==> src/rtl/sound_wave_ram_ctrl_pkg.sv <==
// Shared APU definitions for the channel-3 wave RAM: geometry, bus defaults,
// controller state encoding and the debug view of the controller.
package sound_wave_ram_ctrl_pkg;

  localparam int          WAVE_DEPTH       = 16;
  localparam int          IDX_W            = 4;
  localparam logic [7:0]  OPEN_BUS_DEFAULT = 8'hFF;
  localparam logic [15:0] WAVE_BASE_ADDR   = 16'hFF30;

  typedef enum logic [1:0] {
    ST_IDLE = 2'd0,
    ST_PLAY = 2'd1,
    ST_WIN  = 2'd2
  } state_t;

  typedef struct packed {
    state_t           state;
    logic [IDX_W-1:0] win_cnt;
    logic [IDX_W-1:0] last_idx;
  } dbg_t;

endpackage

==> src/rtl/sound_wave_ram_ctrl_if.sv <==
// CPU bus port and channel-3 fetch port of the wave RAM controller.
interface sound_wave_ram_ctrl_if;
  import sound_wave_ram_ctrl_pkg::*;

  // cpu_rd, cpu_wr and ch_fetch are one-cycle request pulses that are always
  // accepted (no ready); cpu_ack and ch_valid answer exactly one cycle later.
  logic [IDX_W-1:0] cpu_a;
  logic [7:0]       cpu_din;
  logic             cpu_wr;
  logic             cpu_rd;
  logic [7:0]       cpu_dout;
  logic             cpu_ack;
  logic             ch_active;
  logic             ch_fetch;
  logic [IDX_W-1:0] ch_a;
  logic [7:0]       ch_d;
  logic             ch_valid;

  modport master (
    output cpu_a, cpu_din, cpu_wr, cpu_rd, ch_active, ch_fetch, ch_a,
    input  cpu_dout, cpu_ack, ch_d, ch_valid
  );

  modport slave (
    input  cpu_a, cpu_din, cpu_wr, cpu_rd, ch_active, ch_fetch, ch_a,
    output cpu_dout, cpu_ack, ch_d, ch_valid
  );

endinterface

==> src/rtl/sound_wave_ram_ctrl_ram.sv <==
// 16x8 wave RAM register file: one synchronous write port, two combinational
// read ports (CPU side and channel side), cleared by synchronous reset.
module wave_ram_16x8
  import sound_wave_ram_ctrl_pkg::*;
(
  input  logic             clk,
  input  logic             rst,
  input  logic             we,
  input  logic [IDX_W-1:0] wa,
  input  logic [7:0]       wd,
  input  logic [IDX_W-1:0] ra_cpu,
  output logic [7:0]       rd_cpu,
  input  logic [IDX_W-1:0] ra_ch,
  output logic [7:0]       rd_ch
);

  logic [7:0] mem [WAVE_DEPTH];

  always_ff @(posedge clk) begin
    if (rst) begin
      for (int i = 0; i < WAVE_DEPTH; i++) mem[i] <= 8'h00;
    end else if (we) begin
      mem[wa] <= wd;
    end
  end

  // Reads see pre-write contents, giving read-before-write in a shared cycle.
  assign rd_cpu = mem[ra_cpu];
  assign rd_ch  = mem[ra_ch];

endmodule

==> src/rtl/sound_wave_ram_ctrl.sv <==
// Channel-3 wave RAM controller: CPU has free access while the channel is off,
// and while playing only reaches the last fetched byte inside a short window.
module sound_wave_ram_ctrl
  import sound_wave_ram_ctrl_pkg::*;
#(
  parameter int         ACCESS_WINDOW = 2,
  parameter logic [7:0] OPEN_BUS      = OPEN_BUS_DEFAULT
) (
  input  logic                  clk,
  input  logic                  rst,
  sound_wave_ram_ctrl_if.slave  bus,
  output dbg_t                  dbg
);

  localparam logic [IDX_W-1:0] WIN_INIT = IDX_W'(ACCESS_WINDOW);

  state_t           state_q, state_d;
  logic [IDX_W-1:0] win_cnt_q, win_cnt_d;
  logic [IDX_W-1:0] last_idx_q, last_idx_d;
  logic             fetch;
  logic             ram_we;
  logic [IDX_W-1:0] cpu_idx;
  logic [7:0]       rd_cpu, rd_ch;
  logic [7:0]       cpu_dout_q, ch_d_q;
  logic             cpu_ack_q, ch_valid_q;

  // The cycle ch_active rises the state is still IDLE, so that fetch is dropped.
  always_comb begin
    fetch   = bus.ch_fetch && bus.ch_active && (state_q != ST_IDLE);
    cpu_idx = (state_q == ST_WIN) ? last_idx_q : bus.cpu_a;
    ram_we  = bus.cpu_wr && (state_q != ST_PLAY);
  end

  always_comb begin
    state_d    = state_q;
    win_cnt_d  = win_cnt_q;
    last_idx_d = last_idx_q;
    if (!bus.ch_active) begin
      state_d   = ST_IDLE;
      win_cnt_d = '0;
    end else if (state_q == ST_IDLE) begin
      state_d    = ST_PLAY;
      win_cnt_d  = '0;
      last_idx_d = '0;
    end else if (fetch) begin
      state_d    = ST_WIN;
      win_cnt_d  = WIN_INIT;
      last_idx_d = bus.ch_a;
    end else if (win_cnt_q != '0) begin
      win_cnt_d = win_cnt_q - 1'b1;
      state_d   = (win_cnt_q == 1) ? ST_PLAY : ST_WIN;
    end else begin
      state_d = ST_PLAY;
    end
  end

  always_ff @(posedge clk) begin
    if (rst) begin
      state_q    <= ST_IDLE;
      win_cnt_q  <= '0;
      last_idx_q <= '0;
    end else begin
      state_q    <= state_d;
      win_cnt_q  <= win_cnt_d;
      last_idx_q <= last_idx_d;
    end
  end

  // A write in the same cycle as a read wins; the read is dropped and dout holds.
  always_ff @(posedge clk) begin
    if (rst) begin
      cpu_dout_q <= 8'h00;
      cpu_ack_q  <= 1'b0;
      ch_d_q     <= 8'h00;
      ch_valid_q <= 1'b0;
    end else begin
      cpu_ack_q  <= bus.cpu_rd || bus.cpu_wr;
      ch_valid_q <= fetch;
      if (fetch) ch_d_q <= rd_ch;
      if (bus.cpu_rd && !bus.cpu_wr)
        cpu_dout_q <= (state_q == ST_PLAY) ? OPEN_BUS : rd_cpu;
    end
  end

  wave_ram_16x8 u_ram (
    .clk    (clk),
    .rst    (rst),
    .we     (ram_we),
    .wa     (cpu_idx),
    .wd     (bus.cpu_din),
    .ra_cpu (cpu_idx),
    .rd_cpu (rd_cpu),
    .ra_ch  (bus.ch_a),
    .rd_ch  (rd_ch)
  );

  assign bus.cpu_dout = cpu_dout_q;
  assign bus.cpu_ack  = cpu_ack_q;
  assign bus.ch_d     = ch_d_q;
  assign bus.ch_valid = ch_valid_q;
  assign dbg          = {state_q, win_cnt_q, last_idx_q};

endmodule

==> src/flat_wrapper.sv <==
// flat-port wrapper written by rule: the top's interface ports become plain ports
module sound_wave_ram_ctrl_flat import sound_wave_ram_ctrl_pkg::*;
#(
  parameter int         ACCESS_WINDOW = 2,
  parameter logic [7:0] OPEN_BUS      = OPEN_BUS_DEFAULT
)
  (clk, rst, dbg, bus_cpu_a, bus_cpu_din, bus_cpu_wr, bus_cpu_rd, bus_ch_active, bus_ch_fetch, bus_ch_a, bus_cpu_dout, bus_cpu_ack, bus_ch_d, bus_ch_valid);
  sound_wave_ram_ctrl_if bus_i ();
  input  logic clk;
  input  logic rst;
  output dbg_t dbg;
  input wire logic [$bits(bus_i.cpu_a)-1:0] bus_cpu_a;
  input wire logic [$bits(bus_i.cpu_din)-1:0] bus_cpu_din;
  input wire logic [$bits(bus_i.cpu_wr)-1:0] bus_cpu_wr;
  input wire logic [$bits(bus_i.cpu_rd)-1:0] bus_cpu_rd;
  input wire logic [$bits(bus_i.ch_active)-1:0] bus_ch_active;
  input wire logic [$bits(bus_i.ch_fetch)-1:0] bus_ch_fetch;
  input wire logic [$bits(bus_i.ch_a)-1:0] bus_ch_a;
  output wire logic [$bits(bus_i.cpu_dout)-1:0] bus_cpu_dout;
  output wire logic [$bits(bus_i.cpu_ack)-1:0] bus_cpu_ack;
  output wire logic [$bits(bus_i.ch_d)-1:0] bus_ch_d;
  output wire logic [$bits(bus_i.ch_valid)-1:0] bus_ch_valid;
  assign bus_i.cpu_a = bus_cpu_a;
  assign bus_i.cpu_din = bus_cpu_din;
  assign bus_i.cpu_wr = bus_cpu_wr;
  assign bus_i.cpu_rd = bus_cpu_rd;
  assign bus_i.ch_active = bus_ch_active;
  assign bus_i.ch_fetch = bus_ch_fetch;
  assign bus_i.ch_a = bus_ch_a;
  assign bus_cpu_dout = bus_i.cpu_dout;
  assign bus_cpu_ack = bus_i.cpu_ack;
  assign bus_ch_d = bus_i.ch_d;
  assign bus_ch_valid = bus_i.ch_valid;
  sound_wave_ram_ctrl #(.ACCESS_WINDOW(ACCESS_WINDOW), .OPEN_BUS(OPEN_BUS)) u_core (.clk(clk), .rst(rst), .bus(bus_i), .dbg(dbg));
endmodule
==> config.mk <==
export PLATFORM = sky130hd
export DESIGN_NAME = sound_wave_ram_ctrl_flat
export DESIGN_NICKNAME = d
export VERILOG_FILES = /design/src/rtl/sound_wave_ram_ctrl_pkg.sv /design/src/rtl/sound_wave_ram_ctrl_if.sv /design/src/rtl/sound_wave_ram_ctrl_ram.sv /design/src/rtl/sound_wave_ram_ctrl.sv /design/src/flat_wrapper.sv
export SDC_FILE = /design/constraint.sdc
export NUM_CORES = 1
export LEC_CHECK = 0
export ABC_AREA = 1
export CAP_MARGIN = 30
export CELL_PAD_IN_SITES_DETAIL_PLACEMENT = 1
export CELL_PAD_IN_SITES_GLOBAL_PLACEMENT = 1
export CORE_MARGIN = 3
export CORE_UTILIZATION = 48
export DETAILED_ROUTE_END_ITERATION = 7
export GPL_TIMING_DRIVEN = 0
export PLACE_DENSITY_LB_ADDON = 0.08
export SLEW_MARGIN = 0
export SYNTH_ARGS = -nofsm -noshare
export SYNTH_HDL_FRONTEND = slang
export SYNTH_SLANG_ARGS = --single-unit
==> constraint.sdc <==
create_clock -name clk -period 3.6 [get_ports clk]
set_input_delay 0.9 -clock clk [delete_from_list [all_inputs] [get_ports clk]]
set_output_delay 0.9 -clock clk [all_outputs]
set_load 0.02 [all_outputs]
==> flow_results.xml <==
<?xml version="1.0" encoding="UTF-8"?>
<metrics>
  <group name="global_routing">
    <metric name="grt_first_pass_wirelength" unit="um">51500</metric>
    <metric name="grt.overflow.total" unit="">0</metric>
    <metric name="grt_start_max_net_pins" unit="">17</metric>
    <metric name="grt_pass1_vias" unit="">8185</metric>
    <metric name="grtUsageTotal" unit="%">38.5</metric>
    <metric name="antenna_violations_before_repair" unit="">0</metric>
  </group>
  <group name="placement">
    <metric name="dpl-instance-area" unit="mm^2">0.00899</metric>
    <metric name="preCtsSetupSlack" unit="ps">-280</metric>
    <metric name="placement.io_buffers" unit="">46</metric>
    <metric name="hpwl" unit="um">25300</metric>
    <metric name="gp_routability_congestion" unit="">1.04</metric>
    <metric name="placed_cells_incl_taps" unit="">1328</metric>
  </group>
  <group name="detailed_routing">
    <metric name="wl_met3" unit="um">4000</metric>
    <metric name="drt_iter0_drc" unit="">1128</metric>
    <metric name="wire_per_inst" unit="um">26.0</metric>
    <metric name="highest_layer" unit="">met4</metric>
    <metric name="detail_route.wirelength.met1" unit="um">13600</metric>
    <metric name="vias" unit="">8404</metric>
    <metric name="met2_length" unit="um">15600</metric>
    <metric name="totalWireLength" unit="um">35400</metric>
    <metric name="route.detailed.drc" unit="">0</metric>
    <metric name="ant_nets" unit="">0</metric>
    <metric name="number_of_detailed_route_iterations_in_the_first_pass" unit="">5</metric>
    <metric name="route.detailed.vias_per_inst" unit="">6.18</metric>
  </group>
  <group name="synthesis">
    <metric name="cell_types_occupying_the_most_area_after_synthesis" unit="">sky130_fd_sc_hd__edfxtp_1, sky130_fd_sc_hd__nand2_1, sky130_fd_sc_hd__nor2_1, sky130_fd_sc_hd__dfxtp_1, sky130_fd_sc_hd__nand3_1</metric>
    <metric name="async_flop_share" unit="%">0</metric>
    <metric name="netlist.top_cell.by_area" unit="">sky130_fd_sc_hd__edfxtp_1</metric>
    <metric name="netlist-cell-type-count" unit="">22</metric>
    <metric name="synthesis.yosys.warnings" unit="">0</metric>
    <metric name="synth_enable_flop_cells" unit="">128</metric>
    <metric name="synthesis.area_per_instance" unit="um^2">7.77</metric>
    <metric name="yosys.cell_count.top_type" unit="">sky130_fd_sc_hd__nand2_1</metric>
    <metric name="synthFlopType" unit="">sky130_fd_sc_hd__edfxtp_1</metric>
    <metric name="yosys-top-cells-count" unit="">sky130_fd_sc_hd__nand2_1, sky130_fd_sc_hd__nor2_1, sky130_fd_sc_hd__edfxtp_1</metric>
    <metric name="postSynthRegisterBits" unit="">156</metric>
    <metric name="syn-cell-area" unit="mm^2">0.00824</metric>
    <metric name="synth_top_area_share" unit="%">46.7</metric>
    <metric name="synth_seq_area_share" unit="%">53.5</metric>
    <metric name="mappedNetlistNets" unit="">1082</metric>
    <metric name="syn-instance-count" unit="">1060</metric>
  </group>
  <group name="setup_path">
    <metric name="setup.worst_path.class" unit="">in -&gt; reg</metric>
    <metric name="crit_path_max_fanout" unit="">9</metric>
    <metric name="critical-path-max-stage-delay" unit="ps">800</metric>
    <metric name="cp.required" unit="ps">3690</metric>
    <metric name="critical_path.cell_chain" unit="">clkdlybuf4s50_1 -&gt; inv_1 -&gt; nand2_1 -&gt; nand2_2 -&gt; nor3_1 -&gt; nand2_1 -&gt; nand2_1</metric>
    <metric name="endpoint_kind" unit="">register</metric>
    <metric name="critical_path.most_common_cell" unit="">sky130_fd_sc_hd__nand2_1</metric>
    <metric name="regToRegSetupSlack" unit="ps">350</metric>
    <metric name="cp.arrival" unit="ps">3690</metric>
    <metric name="cp-start-kind" unit="">primary input</metric>
    <metric name="worst_path_max_delay_cell" unit="">sky130_fd_sc_hd__nor3_1</metric>
  </group>
  <group name="clock_network">
    <metric name="htree_num_levels" unit="">4</metric>
    <metric name="numCtsBuffers" unit="">17</metric>
    <metric name="tritoncts_clock_tree" unit="">built</metric>
    <metric name="clock_pin_slew_reported_for_the_worst_setup_and_hold_paths_after_clock_tree_synthesis" unit="ps">70</metric>
    <metric name="cts.path.max_buffers" unit="">2</metric>
    <metric name="postCtsSetupRepairBufs" unit="">0</metric>
    <metric name="cts_hold_buf" unit="">0</metric>
    <metric name="cts_sinks" unit="">156</metric>
    <metric name="worstSkewPairLatency" unit="ps">450</metric>
    <metric name="post_cts_sizing_count" unit="">0</metric>
    <metric name="cts_root_buf" unit="">sky130_fd_sc_hd__clkbuf_16</metric>
  </group>
  <group name="status">
    <metric name="failed_checks" unit="">setup timing</metric>
    <metric name="outcome" unit="">finished, violations left</metric>
  </group>
  <group name="finish">
    <metric name="syn_to_final_growth" unit="%">16.2</metric>
    <metric name="final-instance-count-excl-fill" unit="">1360</metric>
    <metric name="fill_cell_instance_count_of_the_final_layout" unit="">2081</metric>
    <metric name="area_occupied_by_multi_input_gates" unit="mm^2">0.00339</metric>
    <metric name="number_of_diodes" unit="">0</metric>
    <metric name="drive_above_1_share" unit="%">4.39</metric>
    <metric name="layout_nets" unit="">1149</metric>
    <metric name="postLayoutCoreUtil" unit="%">57.3</metric>
    <metric name="final_design_area_no_fill" unit="mm^2">0.00958</metric>
    <metric name="final-seq-area" unit="mm^2">0.00440</metric>
  </group>
  <group name="timing">
    <metric name="max_freq" unit="GHz">0.277</metric>
    <metric name="final_hold_viol_count" unit="">0</metric>
    <metric name="hold_ws" unit="ps">507</metric>
    <metric name="worst_pin_slew" unit="ps">1070</metric>
    <metric name="fin_crit_sh" unit="%">100</metric>
    <metric name="rsz0062_at_grt" unit="">yes</metric>
    <metric name="setup-tns-final" unit="ps">-13.0</metric>
    <metric name="final-max-slew-violation-count" unit="">0</metric>
    <metric name="clock-skew-final" unit="ps">10.4</metric>
    <metric name="slew-limit-headroom" unit="%">28.6</metric>
    <metric name="final.min_clock_period" unit="ps">3600</metric>
    <metric name="fin_ws" unit="ps">-4.35</metric>
    <metric name="setup_viol_count_final" unit="">3</metric>
  </group>
  <group name="power_and_ir_drop">
    <metric name="p_per_area" unit="mW/mm^2">468</metric>
    <metric name="cellLeakagePower" unit="nW">4.01</metric>
    <metric name="vdd_ir_drop_max" unit="mV">0.339</metric>
    <metric name="total_power" unit="mW">4.48</metric>
  </group>
  <group name="floorplanning">
    <metric name="core_area" unit="mm^2">0.0167</metric>
    <metric name="fp.dieArea" unit="mm^2">0.0188</metric>
    <metric name="design.portCount" unit="">50</metric>
    <metric name="start_util" unit="%">49.3</metric>
    <metric name="rows" unit="">47</metric>
    <metric name="die_width" unit="um">137</metric>
    <metric name="die_h" unit="um">137</metric>
  </group>
  <group name="job">
    <metric name="max_cap_violations" unit="">0</metric>
  </group>
  <group name="hold_path">
    <metric name="timing.hold.worst.class" unit="">reg -&gt; reg</metric>
  </group>
</metrics>
[worst paths after layout]
path | from | to | cells after the start
worst max-delay path | bus_cpu_a[0] | u_core.u_ram.mem[1][4]$_SDFFCE_PN0P_ | 7
worst min-delay path | u_core.win_cnt_q[0]$_SDFFE_PP0P_ | u_core.win_cnt_q[0]$_SDFFE_PP0P_ | 1
worst max register to register | u_core.state_q[1]$_SDFF_PP0_ | u_core.u_ram.mem[1][4]$_SDFFCE_PN0P_ | 6
worst min register to register | u_core.win_cnt_q[0]$_SDFFE_PP0P_ | u_core.win_cnt_q[0]$_SDFFE_PP0P_ | 1
[critical path: cells and delay by family]
kind / cells / cell delay [ps]
and+or+nand+nor: 5 / 2230
buffers and inverters: 2 / 550
[layer usage]
layer  GRT usage, %  vias to the layer above
met1           51.0                     4062
met3           8.16                      144
li1               -                     3637
met4           22.5                        0
met2           58.3                      561
met5              0                        -
[sequential cells by signal, summed over array words and instances, names as in the netlist]
name                 cells
u_core.u_ram.mem       128
u_core.bus.ch_d          8
u_core.bus.cpu_dout      8
u_core.last_idx_q        4
u_core.win_cnt_q         4
u_core.state_q           2
u_core.bus.ch_valid      1
u_core.bus.cpu_ack       1
[area by class of cell]
type                            instances  area share (%)
Multi-Input combinational cell        788            35.4
Buffer                                 64            2.64
Inverter                               52            2.04
Clock inverter                         14            1.69
Sequential cell                       156            46.0
Timing Repair Buffer                   48            4.94
Tap cell                              220            2.87
Clock buffer                           18            4.48
[kinds of logic (layout without fill, tap and decap cells)]
logic type      Yosys count  count (layout)  synth area share [%]
simple gates            657             657                  31.9
flops                   156             156                  53.5
compound gates          131             131                  9.25
buf+inv                 116             196                  5.44
[placed cells by master (no fill, tap or decap), types with 3 or more instances in the layout]
cell type and count:
sky130_fd_sc_hd__dfxtp_1 28, sky130_fd_sc_hd__o221ai_1 8, sky130_fd_sc_hd__nor3_1 4, sky130_fd_sc_hd__nor2_1 243, sky130_fd_sc_hd__clkdlybuf4s50_1 46, sky130_fd_sc_hd__clkinvlp_4 4, sky130_fd_sc_hd__nor3_2 4, sky130_fd_sc_hd__nand3_1 99
sky130_fd_sc_hd__a21oi_1 8, sky130_fd_sc_hd__nand2_1 305, sky130_fd_sc_hd__o21ai_0 85, sky130_fd_sc_hd__clkbuf_16 17, sky130_fd_sc_hd__edfxtp_1 128, sky130_fd_sc_hd__buf_2 8, sky130_fd_sc_hd__clkbuf_1 55, sky130_fd_sc_hd__inv_6 3
sky130_fd_sc_hd__inv_1 48, sky130_fd_sc_hd__o211ai_1 27
[power by group]
part	total [mW]	internal [mW]	switching, mW
registers	2.07	2.02	0.0507
clock network	1.87	1.04	0.828
logic	0.548	0.144	0.405
No activity file was read; power rests on OpenSTA's default activity.
